**src/rtl/dice_pkg.sv**
```systemverilog
// Shared types and constants for the dice roll sequencer and its LFSR dice source.
package dice_pkg;

    typedef enum logic [2:0] {
        IDLE    = 3'd0,
        PRESS   = 3'd1,
        RELEASE = 3'd2,
        CHECK   = 3'd3,
        RSTG    = 3'd4,
        DONE    = 3'd5,
        ERR     = 3'd6
    } state_t;

    localparam int          DIE_FACES = 6;
    localparam int          MIN_SUM   = 2;
    localparam int          MAX_SUM   = 12;
    // Taps 16,14,13,11 expressed as bit positions 15,13,12,10.
    localparam logic [15:0] LFSR_TAPS = 16'hB400;

    // Maps a 3-bit raw value onto a die face 1..6 as (raw % 6) + 1.
    function automatic logic [2:0] die_value(input logic [2:0] raw);
        logic [2:0] r;
        r = (raw >= 3'(DIE_FACES)) ? raw - 3'(DIE_FACES) : raw;
        return r + 3'd1;
    endfunction

endpackage

```
**src/rtl/dice_roll_sequencer_if.sv**
```systemverilog
// Link between the roll sequencer (master) and the dice-game controller (slave).
interface dice_roll_sequencer_if #(
    parameter int SUM_W = 4
);
    // Rb=1 is a standing roll request; the controller acknowledges with Roll,
    // which the sequencer consumes on the first cycle it is seen high while
    // pressing. Sum is valid from the cycle after that acknowledge, and
    // Win/Lose are only sampled in the single check cycle that follows.
    logic             Rb;
    logic [SUM_W-1:0] Sum;
    logic             GameReset;
    logic             Roll;
    logic             Win;
    logic             Lose;

    modport master (output Rb, Sum, GameReset, input Roll, Win, Lose);
    modport slave  (input Rb, Sum, GameReset, output Roll, Win, Lose);
endinterface

```
**src/rtl/dice_lfsr.sv**
```systemverilog
// 16-bit Fibonacci LFSR turned into two dice faces and their sum.
module dice_lfsr
    import dice_pkg::*;
#(
    parameter logic [15:0] SEED = 16'hACE1
) (
    input  logic       CLK,
    input  logic       Reset,
    input  logic       load,
    input  logic       step,
    output logic [2:0] die_a,
    output logic [2:0] die_b,
    output logic [3:0] sum
);

    logic [15:0] lfsr;

    always_ff @(posedge CLK) begin
        if (Reset || load) begin
            lfsr <= SEED;
        end else if (step) begin
            lfsr <= {lfsr[14:0], ^(lfsr & LFSR_TAPS)};
        end
    end

    assign die_a = die_value(lfsr[2:0]);
    assign die_b = die_value(lfsr[5:3]);
    assign sum   = {1'b0, die_a} + {1'b0, die_b};

endmodule

```
**src/rtl/dice_roll_sequencer.sv**
```systemverilog
// Roll-stimulus engine: presses Rb, feeds Sum from a table or LFSR dice, scores Win/Lose.
module dice_roll_sequencer
    import dice_pkg::*;
#(
    parameter int          SUM_W       = 4,
    parameter int          DEPTH       = 12,
    parameter int          HOLD_CYCLES = 1,
    parameter int          TIMEOUT     = 255,
    parameter int          CNT_W       = 8,
    parameter logic [15:0] LFSR_SEED   = 16'hACE1
) (
    input  logic                     CLK,
    input  logic                     Reset,
    input  logic                     Start,
    input  logic                     Mode,
    input  logic                     Loop,
    input  logic                     TblWe,
    input  logic [$clog2(DEPTH)-1:0] TblAddr,
    input  logic [SUM_W-1:0]         TblData,
    dice_roll_sequencer_if.master    bus,
    output logic                     Busy,
    output logic                     Done,
    output logic                     TimeoutErr,
    output logic                     BothErr,
    output logic [CNT_W-1:0]         WinCount,
    output logic [CNT_W-1:0]         LoseCount,
    output state_t                   State
);

    localparam int AW = $clog2(DEPTH);
    localparam int IW = $clog2(DEPTH + 1);
    localparam int WW = $clog2(TIMEOUT + 1);
    localparam int HW = $clog2(HOLD_CYCLES + 1);

    state_t           state_q, state_d;
    logic [IW-1:0]    idx_q, idx_d;
    logic [WW-1:0]    wd_q, wd_d;
    logic [HW-1:0]    hold_q, hold_d;
    logic             mode_q, mode_d, loop_q, loop_d;
    logic [SUM_W-1:0] sum_q, sum_d;
    logic [CNT_W-1:0] win_q, win_d, lose_q, lose_d;
    logic             tmo_q, tmo_d, both_q, both_d;
    logic             rb_q, grst_q, busy_q, done_q;
    logic             lfsr_load, lfsr_step, advance;
    logic [2:0]       die_a, die_b;
    logic [3:0]       lfsr_sum;
    logic [5:0]       dice_unused;
    logic [SUM_W-1:0] tbl [DEPTH];

    dice_lfsr #(.SEED(LFSR_SEED)) u_lfsr (
        .CLK   (CLK),
        .Reset (Reset),
        .load  (lfsr_load),
        .step  (lfsr_step),
        .die_a (die_a),
        .die_b (die_b),
        .sum   (lfsr_sum)
    );

    // Individual faces are only needed when probing the generator.
    assign dice_unused = {die_a, die_b};

    // Table is deliberately not reset; writes are locked out while a pass runs.
    always_ff @(posedge CLK) begin
        if (TblWe && !busy_q && (int'(TblAddr) < DEPTH)) begin
            tbl[TblAddr] <= TblData;
        end
    end

    always_comb begin
        state_d   = state_q;
        idx_d     = idx_q;
        wd_d      = wd_q;
        hold_d    = hold_q;
        mode_d    = mode_q;
        loop_d    = loop_q;
        sum_d     = sum_q;
        win_d     = win_q;
        lose_d    = lose_q;
        tmo_d     = tmo_q;
        both_d    = both_q;
        lfsr_load = 1'b0;
        lfsr_step = 1'b0;
        advance   = 1'b0;

        case (state_q)
            IDLE, DONE, ERR: begin
                if (Start) begin
                    state_d   = PRESS;
                    idx_d     = '0;
                    wd_d      = '0;
                    win_d     = '0;
                    lose_d    = '0;
                    tmo_d     = 1'b0;
                    both_d    = 1'b0;
                    mode_d    = Mode;
                    loop_d    = Loop;
                    lfsr_load = 1'b1;
                end
            end
            PRESS: begin
                // A Roll on the timeout cycle still wins over the watchdog.
                if (bus.Roll) begin
                    sum_d     = mode_q ? SUM_W'(lfsr_sum) : tbl[idx_q[AW-1:0]];
                    idx_d     = idx_q + 1'b1;
                    lfsr_step = 1'b1;
                    hold_d    = '0;
                    state_d   = RELEASE;
                end else if (wd_q == WW'(TIMEOUT)) begin
                    tmo_d   = 1'b1;
                    state_d = ERR;
                end else begin
                    wd_d = wd_q + 1'b1;
                end
            end
            RELEASE: begin
                if (hold_q == HW'(HOLD_CYCLES - 1)) begin
                    state_d = CHECK;
                end else begin
                    hold_d = hold_q + 1'b1;
                end
            end
            CHECK: begin
                if (bus.Win && bus.Lose) begin
                    both_d  = 1'b1;
                    state_d = RSTG;
                end else if (bus.Win) begin
                    if (win_q != '1) win_d = win_q + 1'b1;
                    state_d = RSTG;
                end else if (bus.Lose) begin
                    if (lose_q != '1) lose_d = lose_q + 1'b1;
                    state_d = RSTG;
                end else begin
                    advance = 1'b1;
                end
            end
            RSTG:    advance = 1'b1;
            default: state_d = IDLE;
        endcase

        // Next-roll decision folds into the CHECK/RSTG cycle itself.
        if (advance) begin
            wd_d = '0;
            if (idx_q == IW'(DEPTH)) begin
                if (loop_q) begin
                    idx_d   = '0;
                    state_d = PRESS;
                end else begin
                    state_d = DONE;
                end
            end else begin
                state_d = PRESS;
            end
        end
    end

    always_ff @(posedge CLK) begin
        if (Reset) begin
            state_q <= IDLE;
            idx_q   <= '0;
            wd_q    <= '0;
            hold_q  <= '0;
            mode_q  <= 1'b0;
            loop_q  <= 1'b0;
            sum_q   <= '0;
            win_q   <= '0;
            lose_q  <= '0;
            tmo_q   <= 1'b0;
            both_q  <= 1'b0;
            rb_q    <= 1'b0;
            grst_q  <= 1'b0;
            busy_q  <= 1'b0;
            done_q  <= 1'b0;
        end else begin
            state_q <= state_d;
            idx_q   <= idx_d;
            wd_q    <= wd_d;
            hold_q  <= hold_d;
            mode_q  <= mode_d;
            loop_q  <= loop_d;
            sum_q   <= sum_d;
            win_q   <= win_d;
            lose_q  <= lose_d;
            tmo_q   <= tmo_d;
            both_q  <= both_d;
            rb_q    <= (state_d == PRESS);
            grst_q  <= (state_d == RSTG);
            busy_q  <= (state_d inside {PRESS, RELEASE, CHECK, RSTG});
            done_q  <= (state_d == DONE);
        end
    end

    assign bus.Rb        = rb_q;
    assign bus.Sum       = sum_q;
    assign bus.GameReset = grst_q;
    assign Busy          = busy_q;
    assign Done          = done_q;
    assign TimeoutErr    = tmo_q;
    assign BothErr       = both_q;
    assign WinCount      = win_q;
    assign LoseCount     = lose_q;
    assign State         = state_q;

endmodule
```
**src/flat_wrapper.sv**
```systemverilog
// flat-port wrapper written by rule: the top's interface ports become plain ports
module dice_roll_sequencer_flat import dice_pkg::*;
#(
    parameter int          SUM_W       = 4,
    parameter int          DEPTH       = 12,
    parameter int          HOLD_CYCLES = 1,
    parameter int          TIMEOUT     = 255,
    parameter int          CNT_W       = 8,
    parameter logic [15:0] LFSR_SEED   = 16'hACE1
)
  (CLK, Reset, Start, Mode, Loop, TblWe, TblAddr, TblData, Busy, Done, TimeoutErr, BothErr, WinCount, LoseCount, State, bus_Rb, bus_Sum, bus_GameReset, bus_Roll, bus_Win, bus_Lose);
  dice_roll_sequencer_if #(.SUM_W(SUM_W)) bus_i ();
  input  logic CLK;
  input  logic Reset;
  input  logic Start;
  input  logic Mode;
  input  logic Loop;
  input  logic TblWe;
  input  logic [$clog2(DEPTH)-1:0] TblAddr;
  input  logic [SUM_W-1:0] TblData;
  output logic Busy;
  output logic Done;
  output logic TimeoutErr;
  output logic BothErr;
  output logic [CNT_W-1:0] WinCount;
  output logic [CNT_W-1:0] LoseCount;
  output state_t State;
  output wire logic [$bits(bus_i.Rb)-1:0] bus_Rb;
  output wire logic [$bits(bus_i.Sum)-1:0] bus_Sum;
  output wire logic [$bits(bus_i.GameReset)-1:0] bus_GameReset;
  input wire logic [$bits(bus_i.Roll)-1:0] bus_Roll;
  input wire logic [$bits(bus_i.Win)-1:0] bus_Win;
  input wire logic [$bits(bus_i.Lose)-1:0] bus_Lose;
  assign bus_Rb = bus_i.Rb;
  assign bus_Sum = bus_i.Sum;
  assign bus_GameReset = bus_i.GameReset;
  assign bus_i.Roll = bus_Roll;
  assign bus_i.Win = bus_Win;
  assign bus_i.Lose = bus_Lose;
  dice_roll_sequencer #(.SUM_W(SUM_W), .DEPTH(DEPTH), .HOLD_CYCLES(HOLD_CYCLES), .TIMEOUT(TIMEOUT), .CNT_W(CNT_W), .LFSR_SEED(LFSR_SEED)) u_core (.CLK(CLK), .Reset(Reset), .Start(Start), .Mode(Mode), .Loop(Loop), .TblWe(TblWe), .TblAddr(TblAddr), .TblData(TblData), .bus(bus_i), .Busy(Busy), .Done(Done), .TimeoutErr(TimeoutErr), .BothErr(BothErr), .WinCount(WinCount), .LoseCount(LoseCount), .State(State));
endmodule
```
**config.mk**
```make
export PLATFORM = sky130hd
export DESIGN_NAME = dice_roll_sequencer_flat
export DESIGN_NICKNAME = d
export VERILOG_FILES = /design/src/rtl/dice_pkg.sv /design/src/rtl/dice_roll_sequencer_if.sv /design/src/rtl/dice_lfsr.sv /design/src/rtl/dice_roll_sequencer.sv /design/src/flat_wrapper.sv
export SDC_FILE = /design/constraint.sdc
export NUM_CORES = 1
export LEC_CHECK = 0
export CAP_MARGIN = 20
export CORE_AREA = 5 5 96 188
export CTS_CLUSTER_DIAMETER = 30
export CTS_CLUSTER_SIZE = 12
export DETAILED_ROUTE_END_ITERATION = 8
export DIE_AREA = 0 0 101 193
export PLACE_DENSITY = 0.5
export SLEW_MARGIN = 25
export SYNTH_ARGS = -nofsm -noshare
export SYNTH_HDL_FRONTEND = slang
export SYNTH_HIERARCHICAL = 1
export SYNTH_SLANG_ARGS = --single-unit
```
**constraint.sdc**
```tcl
create_clock -name CLK -period 5.27 [get_ports CLK]
set_input_delay 1.581 -clock CLK [delete_from_list [all_inputs] [get_ports CLK]]
set_output_delay 1.581 -clock CLK [all_outputs]
set_load 0.005 [all_outputs]
```
==> flow_metrics.py, run 1 <==
metrics = {
    "status": {
        "status": "complete, no violations",
    },
    "power_and_ir_drop": {
        "powerDensity_mw_per_mm2": 303.8,
        "leakage_uw": 0.001841,
        "vdd_ir_drop_max_v": 0.0001442,
    },
    "floorplan": {
        "fp.dieArea_sq_mm": 0.01949,
        "die_w_um": 101,
        "die_h_um": 193,
        "io_pins": 46,
        "core-area_sq_mm": 0.01651,
        "start_util_pct": 29.12,
        "row_count": 67,
    },
    "critical_path": {
        "r2r_start": "u_core/State[0]",
        "end_kind": "flop",
        "r2r_slack_ps": 2740,
        "cp.arrival_ps": 3760,
        "crit_type": "in2reg",
        "worstPathRequired_ps": 5550,
        "cp_max_fo": 16,
        "ff2ff_path_depth": 7,
        "start_kind": "input port",
        "timing.rr.end": "u_core/u_lfsr/lfsr[0]",
    },
    "clock_tree": {
        "clkLatencyLatePin_ps": 350,
        "numCtsBuffers": 9,
        "cts_resized": 0,
        "cts_setup_buffers": 0,
        "cts_tree": "done",
        "cts_hold_buffers": 0,
        "cts.path.max_buffers": 2,
        "clkSinkCount": 107,
        "clk_pin_slew_ps": 80,
        "htreeDepth": 3,
        "clock-root-buffer": "clkbuf_16",
    },
    "global_route": {
        "first_global_vias": 3339,
        "grt_max_degree": 28,
        "grt_overflow": 0,
        "grt_pass1_wl_um": 16800,
        "grtUsageTotal_pct": 10.78,
        "antenna_found_initial": 0,
    },
    "min_path": {
        "hold_path.class": "reg2reg",
        "min-delay-start": "u_core/u_lfsr/lfsr[11]",
        "min_to": "u_core/u_lfsr/lfsr[11]",
        "min_path_cells": 2,
    },
    "timing": {
        "drv_slew": 0,
        "rsz0062_at_grt": "false",
        "maxSlewHeadroom_pct": 39.36,
        "worstMarginPinSlew_ps": 907.6,
        "tns_ps": 0,
        "hold_viol": 0,
        "finalSetupViolCount": 0,
        "max_freq_mhz": 287.1,
        "fin_crit_ps": 3484,
        "fin_skew_ps": 9.988,
        "period_share_pct": 66.10,
    },
    "final_layout": {
        "stdcell_count": 672,
        "layout_commonest_cell": "dfxtp_1",
        "n_antenna_cell": 0,
        "finalNetCount": 488,
        "flow.area_growth_from_synthesis_pct": 19.33,
        "mostFrequentLayoutCells": "dfxtp_1, edfxtp_1, clkdlybuf4s50_1, nor2_1, a21oi_1",
        "layout-drive-gt1-share_pct": 9.032,
    },
    "synthesis": {
        "synth-seq-area-share_pct": 54.53,
        "ys_ff_latch": 107,
        "postSynthCellCount": 421,
        "async_flop_share_pct": 0,
        "synth_flop_cell": "dfxtp_1",
        "yosysWarnings": 6,
        "synth_area_sq_mm": 0.004810,
        "syn_area_per_cell_sq_um": 11.42,
        "synth_edf_count": 48,
        "synth_nets": 449,
        "yosysUniqueCellTypes": 57,
    },
    "route": {
        "viasPerCell": 5.033,
        "drc": 0,
        "routedWlPerCell_um": 14.93,
        "drtAntennaViolNets": 0,
        "drt_pre_antenna_iters": 4,
        "drtIter0Drc": 154,
        "wl_um": 10030,
        "vias": 3382,
    },
    "flow_run": {
        "maxCapViolCount": 0,
    },
    "place": {
        "globalplace.congestion": 0.7436,
        "portBuffers": 45,
        "place_inst": 656,
        "dp_hpwl_um": 7174,
    },
}
how the worst max path moves through the flow:
stage                      from                  to  slack, ps  cells after the start
after floorplan           Start  u_core/WinCount[1]       2390                      6
after global placement    Start  u_core/WinCount[7]       1470                      6
after detailed placement  Start  u_core/WinCount[7]       1450                      6
after CTS                 Start  u_core/WinCount[7]       1790                      6
after global routing      Start  u_core/WinCount[7]       1650                      6
final                     Start  u_core/WinCount[5]       1790                      6
metrics by stage:
| step | setup slack (ps) | total power, uW | instance area [sq um] | util, % | hold WS [ps] |
|---|---|---|---|---|---|
| after floorplan | 2386 | 1028 | 4810 | - | 441.3 |
| after global placement | 1474 | 1089 | 5429 | 32.87 | 460.6 |
| after detailed placement | 1455 | 1088 | 5429 | 32.87 | 467.0 |
| after CTS | 1786 | 1772 | 5738 | 34.75 | 486.5 |
| after global routing | 1653 | 1827 | 5739 | 34.75 | 514.5 |
| final | 1786 | 1744 | 5739 | 34.75 | 480.9 |
state kept, by name, summed over array words and instances, names as in the netlist:
| register | count |
|---|---|
| u_core/idx_q | 4 |
| u_core/State | 3 |
| u_core/loop_q | 1 |
| u_core/bus.Sum | 4 |
| u_core/bus.Rb | 1 |
| u_core/TimeoutErr | 1 |
| u_core/Busy | 1 |
| u_core/wd_q | 8 |
| u_core/tbl | 48 |
| u_core/u_lfsr/lfsr | 16 |
| u_core/BothErr | 1 |
| u_core/LoseCount | 8 |
| u_core/bus.GameReset | 1 |
| u_core/WinCount | 8 |
| u_core/Done | 1 |
| u_core/mode_q | 1 |
layout make-up:
class                   count  area [sq um]
fillers                  1633         10780
clock buffers               9         225.2
flip-flops and latches    107          2624
repair buffers             47         465.4
clock inverters             7         83.83
well taps                 207         259.0
inverters                  13         48.80
multi-input cells         282          2033
power breakdown:
| group | switching [uW] | internal (uW) | total (uW) |
|---|---|---|---|
| combinational | 89.8 | 73.0 | 163 |
| clock | 335 | 341 | 677 |
| sequential | 21.0 | 883 | 904 |
kinds of logic (layout without fill, tap and decap cells):
family | count (synthesis) | after routing | synth area share [%]
AO/OA/AOI/OAI | 83 | 83 | 10.80
XOR/XNOR | 8 | 8 | 1.769
adder cells (fa/ha/maj) | 11 | 11 | 3.018
buffers and inverters | 32 | 76 | 3.200
flip-flops | 107 | 107 | 54.53
multiplexers | 34 | 34 | 10.25
AND/OR/NAND/NOR | 146 | 146 | 16.44
critical path, stage by stage:
cell and delay (ps):
clkdlybuf4s50_1 740, or3b_2 210, o21ai_0 80, a221o_1 480
or4_1 520, a21oi_1 150
synthesized netlist by cell type, types with 2 or more instances:
cell type / instances / area share (%)
and2_1: 2 / 0.26
xor2_1: 2 / 0.36
a21o_1: 2 / 0.31
o31ai_1: 7 / 1.1
nor2_1: 31 / 2.4
nand2_1: 28 / 2.2
or3b_2: 3 / 0.55
nor3_1: 6 / 0.62
nand4_1: 6 / 0.78
or3_1: 14 / 1.8
a21oi_1: 30 / 3.1
nor2b_1: 4 / 0.52
nor4_1: 3 / 0.39
edfxtp_1: 48 / 30
xnor2_1: 4 / 0.73
mux2i_1: 20 / 4.2
or4_1: 6 / 0.94
xnor2_2: 2 / 0.68
a211oi_1: 7 / 1.1
a31oi_1: 2 / 0.26
clkbuf_1: 7 / 0.55
nand2b_1: 7 / 0.91
dfxtp_1: 59 / 25
mux2_2: 2 / 0.47
nand3b_1: 7 / 1.1
buf_2: 8 / 0.83
o211ai_1: 3 / 0.47
o21ai_0: 18 / 1.9
o221ai_1: 3 / 0.55
buf_1: 2 / 0.16
ha_1: 10 / 2.6
inv_1: 13 / 1.0
or4bb_1: 2 / 0.47
a221o_1: 2 / 0.42
nand3_1: 18 / 1.9
mux4_2: 12 / 5.6
layer usage:
layer | global-route usage, % | part of all wire (%) | up-vias | routed length [um]
met1 | 14.29 | 46 | 1650 | 4639
met4 | 3.226 | 0.87 | 0 | 87
met3 | 2.629 | 4.2 | 7 | 425
li1 | - | - | 1666 | -
met5 | 0 | 0 | - | 0
met2 | 17.39 | 49 | 59 | 4880
(Power assumes the default switching activity.)
==> inputs of run 2 (changes only) <==
--- a/config.mk
+++ b/config.mk
@@ -11,7 +11,7 @@
 export CTS_CLUSTER_SIZE = 12
 export DETAILED_ROUTE_END_ITERATION = 8
 export DIE_AREA = 0 0 101 193
-export PLACE_DENSITY = 0.5
+export PLACE_DENSITY = 0.51
 export SLEW_MARGIN = 25
 export SYNTH_ARGS = -nofsm -noshare
 export SYNTH_HDL_FRONTEND = slang
==> constraint.sdc (replaced) <==
create_clock -name CLK -period 3.2 [get_ports CLK]
set_input_delay 0.96 -clock CLK [delete_from_list [all_inputs] [get_ports CLK]]
set_output_delay 0.96 -clock CLK [all_outputs]
set_load 0.005 [all_outputs]
==> run 2 against run 1 <==
Net effect: die area unchanged; worst setup slack worse by 1200 ps; non-clock buffer count rose by 8; global-route usage increased by 0.12 points; largest power group unchanged; highest routed layer unchanged.
==> flow_metrics.py, run 2 (synthesis results as in run 1) <==
metrics = {
    "status": {
        "status": "complete, no violations",
    },
    "critical_path": {
        "cp_max_fo": 16,
        "max_stage_delay_ps": 560,
        "start_kind": "input port",
        "crit_type": "in2reg",
        "cp.arrival_ps": 2910,
        "end_kind": "flop",
        "critical_path.top_delay_family": "compound AO/OA/AOI/OAI gates",
        "worstPathRequired_ps": 3480,
        "cp_slowest_cell": "clkdlybuf4s50_1",
        "crit_buf_inv": 1,
        "r2r_start": "u_core/State[1]",
        "crit_chain": "clkdlybuf4s50_1, nor2b_1, o21ai_0, a221o_1, or4_1, a21oi_1",
        "startpoint": "bus_Win",
    },
    "power_and_ir_drop": {
        "powerDensity_mw_per_mm2": 491.7,
        "leakage_uw": 0.001873,
        "clkPwrFrac_pct": 37.9,
        "vdd_ir_drop_max_v": 0.0002795,
        "switching_share_pct": 25.00,
        "p_int_uw": 2130,
        "switchingPower_uw": 710.0,
        "p_total_uw": 2840,
        "seqPwrFrac_pct": 52.2,
        "comb_power_share_pct": 9.9,
    },
    "global_route": {
        "grt_overflow": 0,
        "grtUsageTotal_pct": 10.91,
        "first_global_vias": 3177,
        "grt_max_degree": 25,
        "antenna_found_initial": 0,
        "grt_pass1_wl_um": 16660,
    },
    "final_layout": {
        "flow.area_growth_from_synthesis_pct": 20.08,
        "top_register": "u_core/tbl",
        "finalNetCount": 496,
        "fillCellCount": 1629,
        "layout-drive-gt1-share_pct": 10.15,
        "multi_input_area_sq_mm": 0.002033,
        "mostFrequentLayoutCells": "dfxtp_1, edfxtp_1, clkdlybuf4s50_1, nor2_1, a21oi_1",
        "largest_reg_flops": 48,
        "layout_commonest_cell": "dfxtp_1",
        "register_area_sq_mm": 0.002623,
        "reg.largest.list": "u_core/tbl (48), u_core/u_lfsr/lfsr (16)",
        "n_antenna_cell": 0,
    },
    "clock_tree": {
        "cts_setup_buffers": 0,
        "cts_resized": 0,
        "clkSinkCount": 107,
        "clk_pin_slew_ps": 80,
        "clock-root-buffer": "clkbuf_16",
        "clkLatencyLatePin_ps": 350,
        "cts_hold_buffers": 0,
        "cts_tree": "done",
        "htreeDepth": 3,
        "cts.path.max_buffers": 2,
        "numCtsBuffers": 9,
    },
    "route": {
        "vias": 3331,
        "viasPerCell": 4.899,
        "drc": 0,
        "drt_pre_antenna_iters": 4,
        "routedWlPerCell_um": 14.79,
        "wl_um": 10060,
        "drtIter0Drc": 138,
        "drtAntennaViolNets": 0,
    },
    "floorplan": {
        "die_h_um": 193,
        "start_util_pct": 29.12,
        "core-area_sq_mm": 0.01651,
        "io_pins": 46,
        "fp.dieArea_sq_mm": 0.01949,
        "row_count": 67,
        "die_w_um": 101,
    },
    "timing": {
        "fin_crit_ps": 2630,
        "worstMarginPinSlew_ps": 567.2,
        "drv_slew": 0,
        "max_freq_mhz": 380.2,
        "fin_skew_ps": 10.39,
        "period_share_pct": 82.18,
        "rsz0062_at_grt": "false",
        "maxSlewHeadroom_pct": 62.04,
        "finalSetupViolCount": 0,
        "tns_ps": 0,
        "hold_viol": 0,
        "hold_slack_ps": 477.3,
    },
    "min_path": {
        "min-delay-start": "u_core/u_lfsr/lfsr[7]",
        "hold_path.class": "reg2reg",
    },
    "flow_run": {
        "maxCapViolCount": 0,
    },
    "place": {
        "portBuffers": 45,
        "dp_hpwl_um": 7190,
        "globalplace.congestion": 0.7211,
    },
}
## run 2: metal layers
layer / up-vias / routed length (um) / global-route usage [%]
met5: - / 0 / 0
met3: 11 / 401 / 2.737
met4: 0 / 145 / 3.533
met1: 1586 / 4810 / 15.15
li1: 1681 / - / -
met2: 53 / 4699 / 16.63
## run 2: path summary, 6_finish.rpt
kind | to | slack, ps | cells after the start
setup / recovery | u_core/WinCount[5] | 570 | 6
hold / removal | u_core/u_lfsr/lfsr[7] | 480 | 2
setup reg to reg | u_core/WinCount[5] | 750 | 5
hold reg to reg | u_core/u_lfsr/lfsr[7] | 480 | 2
## run 2: layout make-up
| type | count | share of cell area, % |
|---|---|---|
| clock buffers | 9 | 3.899 |
| multi-input cells | 282 | 35.20 |
| repair buffers | 55 | 9.099 |
| inverters | 13 | 0.8449 |
| flip-flops and latches | 107 | 45.41 |
| clock inverters | 7 | 1.062 |
| well taps | 207 | 4.484 |
## run 2: power by group through the flow
stage	Combinational, uW	Clock [uW]	Sequential [uW]
after global routing	314	1170	1490
after global placement	285	0	1520
after floorplan	189	0	1500
final	282	1070	1480
after CTS	286	1120	1480
after detailed placement	284	0	1510
## run 2: worst reg2reg max path, delay by kind of cell, from the launching register on
kind            cells  cell delay, ps
compound gates      3             860
flops               1             630
simple gates        2             900
## run 2: stage by stage
| stage | cell area [sq um] | util (%) | worst slack (ps) | std cells |
|---|---|---|---|---|
| final | 5776 | 34.97 | 570.1 | 680 |
| after global routing | 5776 | 34.97 | 433.2 | 680 |
| after CTS | 5776 | 34.97 | 585.4 | 680 |
| after detailed placement | 5489 | 33.24 | 222.6 | 664 |
| after global placement | 5489 | 33.24 | 255.7 | 664 |
| after floorplan | 4810 | - | 937.4 | 421 |
==> inputs of run 3 (changes only) <==
==> constraint.sdc (replaced) <==
create_clock -name CLK -period 2.4 [get_ports CLK]
set_input_delay 0.72 -clock CLK [delete_from_list [all_inputs] [get_ports CLK]]
set_output_delay 0.72 -clock CLK [all_outputs]
set_load 0.005 [all_outputs]
==> run 3 against run 2 <==
Net effect: worst setup slack worse by 440 ps; die area stayed put; sequential power rose by 33%; first-iteration DRC count grew 15%; clock skew hardly changed; sequential cell count stayed put; power is 35% higher; critical path depth did not move; core utilization is 1.5 points higher; critical path type unchanged.
==> flow_metrics.py, run 3 (synthesis results as in run 1) <==
metrics = {
    "final_layout": {
        "top_register": "u_core/tbl",
        "mostFrequentLayoutCells": "dfxtp_1, edfxtp_1, clkdlybuf4s50_1, buf_4, nor2_1",
        "flow.area_growth_from_synthesis_pct": 25.34,
        "finalNetCount": 525,
        "layout_commonest_cell": "dfxtp_1",
        "n_antenna_cell": 0,
        "utilization_pct": 36.50,
        "largest_reg_flops": 48,
        "reg.largest.list": "u_core/tbl (48), u_core/u_lfsr/lfsr (16)",
        "final_area_sq_mm": 0.006028,
        "layout-drive-gt1-share_pct": 15.74,
    },
    "clock_tree": {
        "cts_setup_buffers": 0,
        "numCtsBuffers": 9,
        "clk_pin_slew_ps": 70,
        "cts_tree": "done",
        "clkLatencyLatePin_ps": 350,
        "clkSinkCount": 107,
        "cts.path.max_buffers": 2,
        "htreeDepth": 3,
        "clock-root-buffer": "clkbuf_16",
    },
    "place": {
        "portBuffers": 45,
        "placed_area_sq_mm": 0.005732,
        "pre_cts_slack_ps": -287.5,
        "globalplace.congestion": 0.7762,
        "dp_hpwl_um": 7606,
    },
    "power_and_ir_drop": {
        "vdd_ir_drop_max_v": 0.0003196,
        "leakage_uw": 0.002034,
        "powerDensity_mw_per_mm2": 637.5,
    },
    "floorplan": {
        "die_w_um": 101,
        "core-area_sq_mm": 0.01651,
        "fp.dieArea_sq_mm": 0.01949,
        "die_h_um": 193,
        "start_util_pct": 29.12,
        "row_count": 67,
        "io_pins": 46,
    },
    "critical_path": {
        "worstPathRequired_ps": 2680,
        "cp_max_fo": 15,
        "end_kind": "flop",
        "ff2ff_path_depth": 5,
        "cp.arrival_ps": 2550,
        "crit_type": "in2reg",
        "start_kind": "input port",
    },
    "timing": {
        "max_freq_mhz": 440.3,
        "period_share_pct": 94.64,
        "drv_slew": 0,
        "fin_crit_ps": 2271,
        "finalWorstSetupSlack_ps": 128.7,
        "finalSetupViolCount": 0,
        "maxSlewHeadroom_pct": 60.57,
        "fin_skew_ps": 10.42,
        "tns_ps": 0,
        "worstMarginPinSlew_ps": 586.4,
        "hold_viol": 0,
        "hold_slack_ps": 483.7,
        "rsz0062_at_grt": "false",
    },
    "route": {
        "met1_length_um": 4843,
        "wl_met3_um": 495,
        "wl_um": 10460,
        "routedWlPerCell_um": 14.76,
        "viasPerCell": 4.939,
        "vias": 3502,
        "highest_layer": "met4",
        "drtIter0Drc": 159,
        "drtAntennaViolNets": 0,
        "drc": 0,
        "met2_length_um": 4911,
        "drt_pre_antenna_iters": 4,
    },
    "global_route": {
        "grtUsageTotal_pct": 11.12,
        "first_global_vias": 3376,
        "grt_overflow": 0,
        "grt_pass1_wl_um": 17060,
        "antenna_found_initial": 0,
        "grt_max_degree": 21,
    },
    "min_path": {
        "hold_path.class": "reg2reg",
        "min_path_cells": 2,
    },
    "status": {
        "status": "complete, no violations",
    },
    "flow_run": {
        "maxCapViolCount": 0,
    },
}
==> run 3: worst max-delay path: stages <==
cell and delay (ps):
clkdlybuf4s50_1 510, buf_6 160, nor3_1 90, a221o_2 430, or4_1 490, a21oi_1 140
==> run 3: through the flow <==
step | power (uW) | std cells
6_report | 3843 | 709
3_5_place_dp | 2456 | 693
2_1_floorplan | 2256 | 421
4_1_cts | 3896 | 709
3_3_place_gp | 2454 | 693
5_1_grt | 4018 | 709
==> run 3: final cells by class <==
cell class	instances	area [sq um]
clock buffers	9	225.2
clock inverters	7	62.56
fillers	1659	10490
inverters	13	48.80
multi-input cells	282	2036
flip-flops and latches	107	2623
well taps	207	259.0
repair buffers	84	774.5
==> run 3: power breakdown <==
part / internal (uW) / switching, uW
Sequential: 1940 / 34.4
Combinational: 214 / 225
Clock: 730 / 699
Total: 2880 / 959
==> run 3: layer usage <==
layer / global-route usage (%) / up-vias
li1: - / 1735
met1: 15.02 / 1681
met3: 2.629 / 12
met4: 4.711 / 0
met2: 17.01 / 74
met5: 0 / -
==> run 3: repair_timing <==
item,CTS,global route
hold buffers,0,0
setup endpoints to repair,0,3
gates resized for setup,0,4
==> run 3: path summary, 6_finish.rpt <==
check	start	endpoint	slack, ps
worst max-delay path	Start	u_core/WinCount[5]	130
worst max register to register	u_core/State[2]	u_core/WinCount[5]	190
worst min-delay path	u_core/u_lfsr/lfsr[11]	u_core/u_lfsr/lfsr[11]	480
worst min register to register	u_core/u_lfsr/lfsr[11]	u_core/u_lfsr/lfsr[11]	480
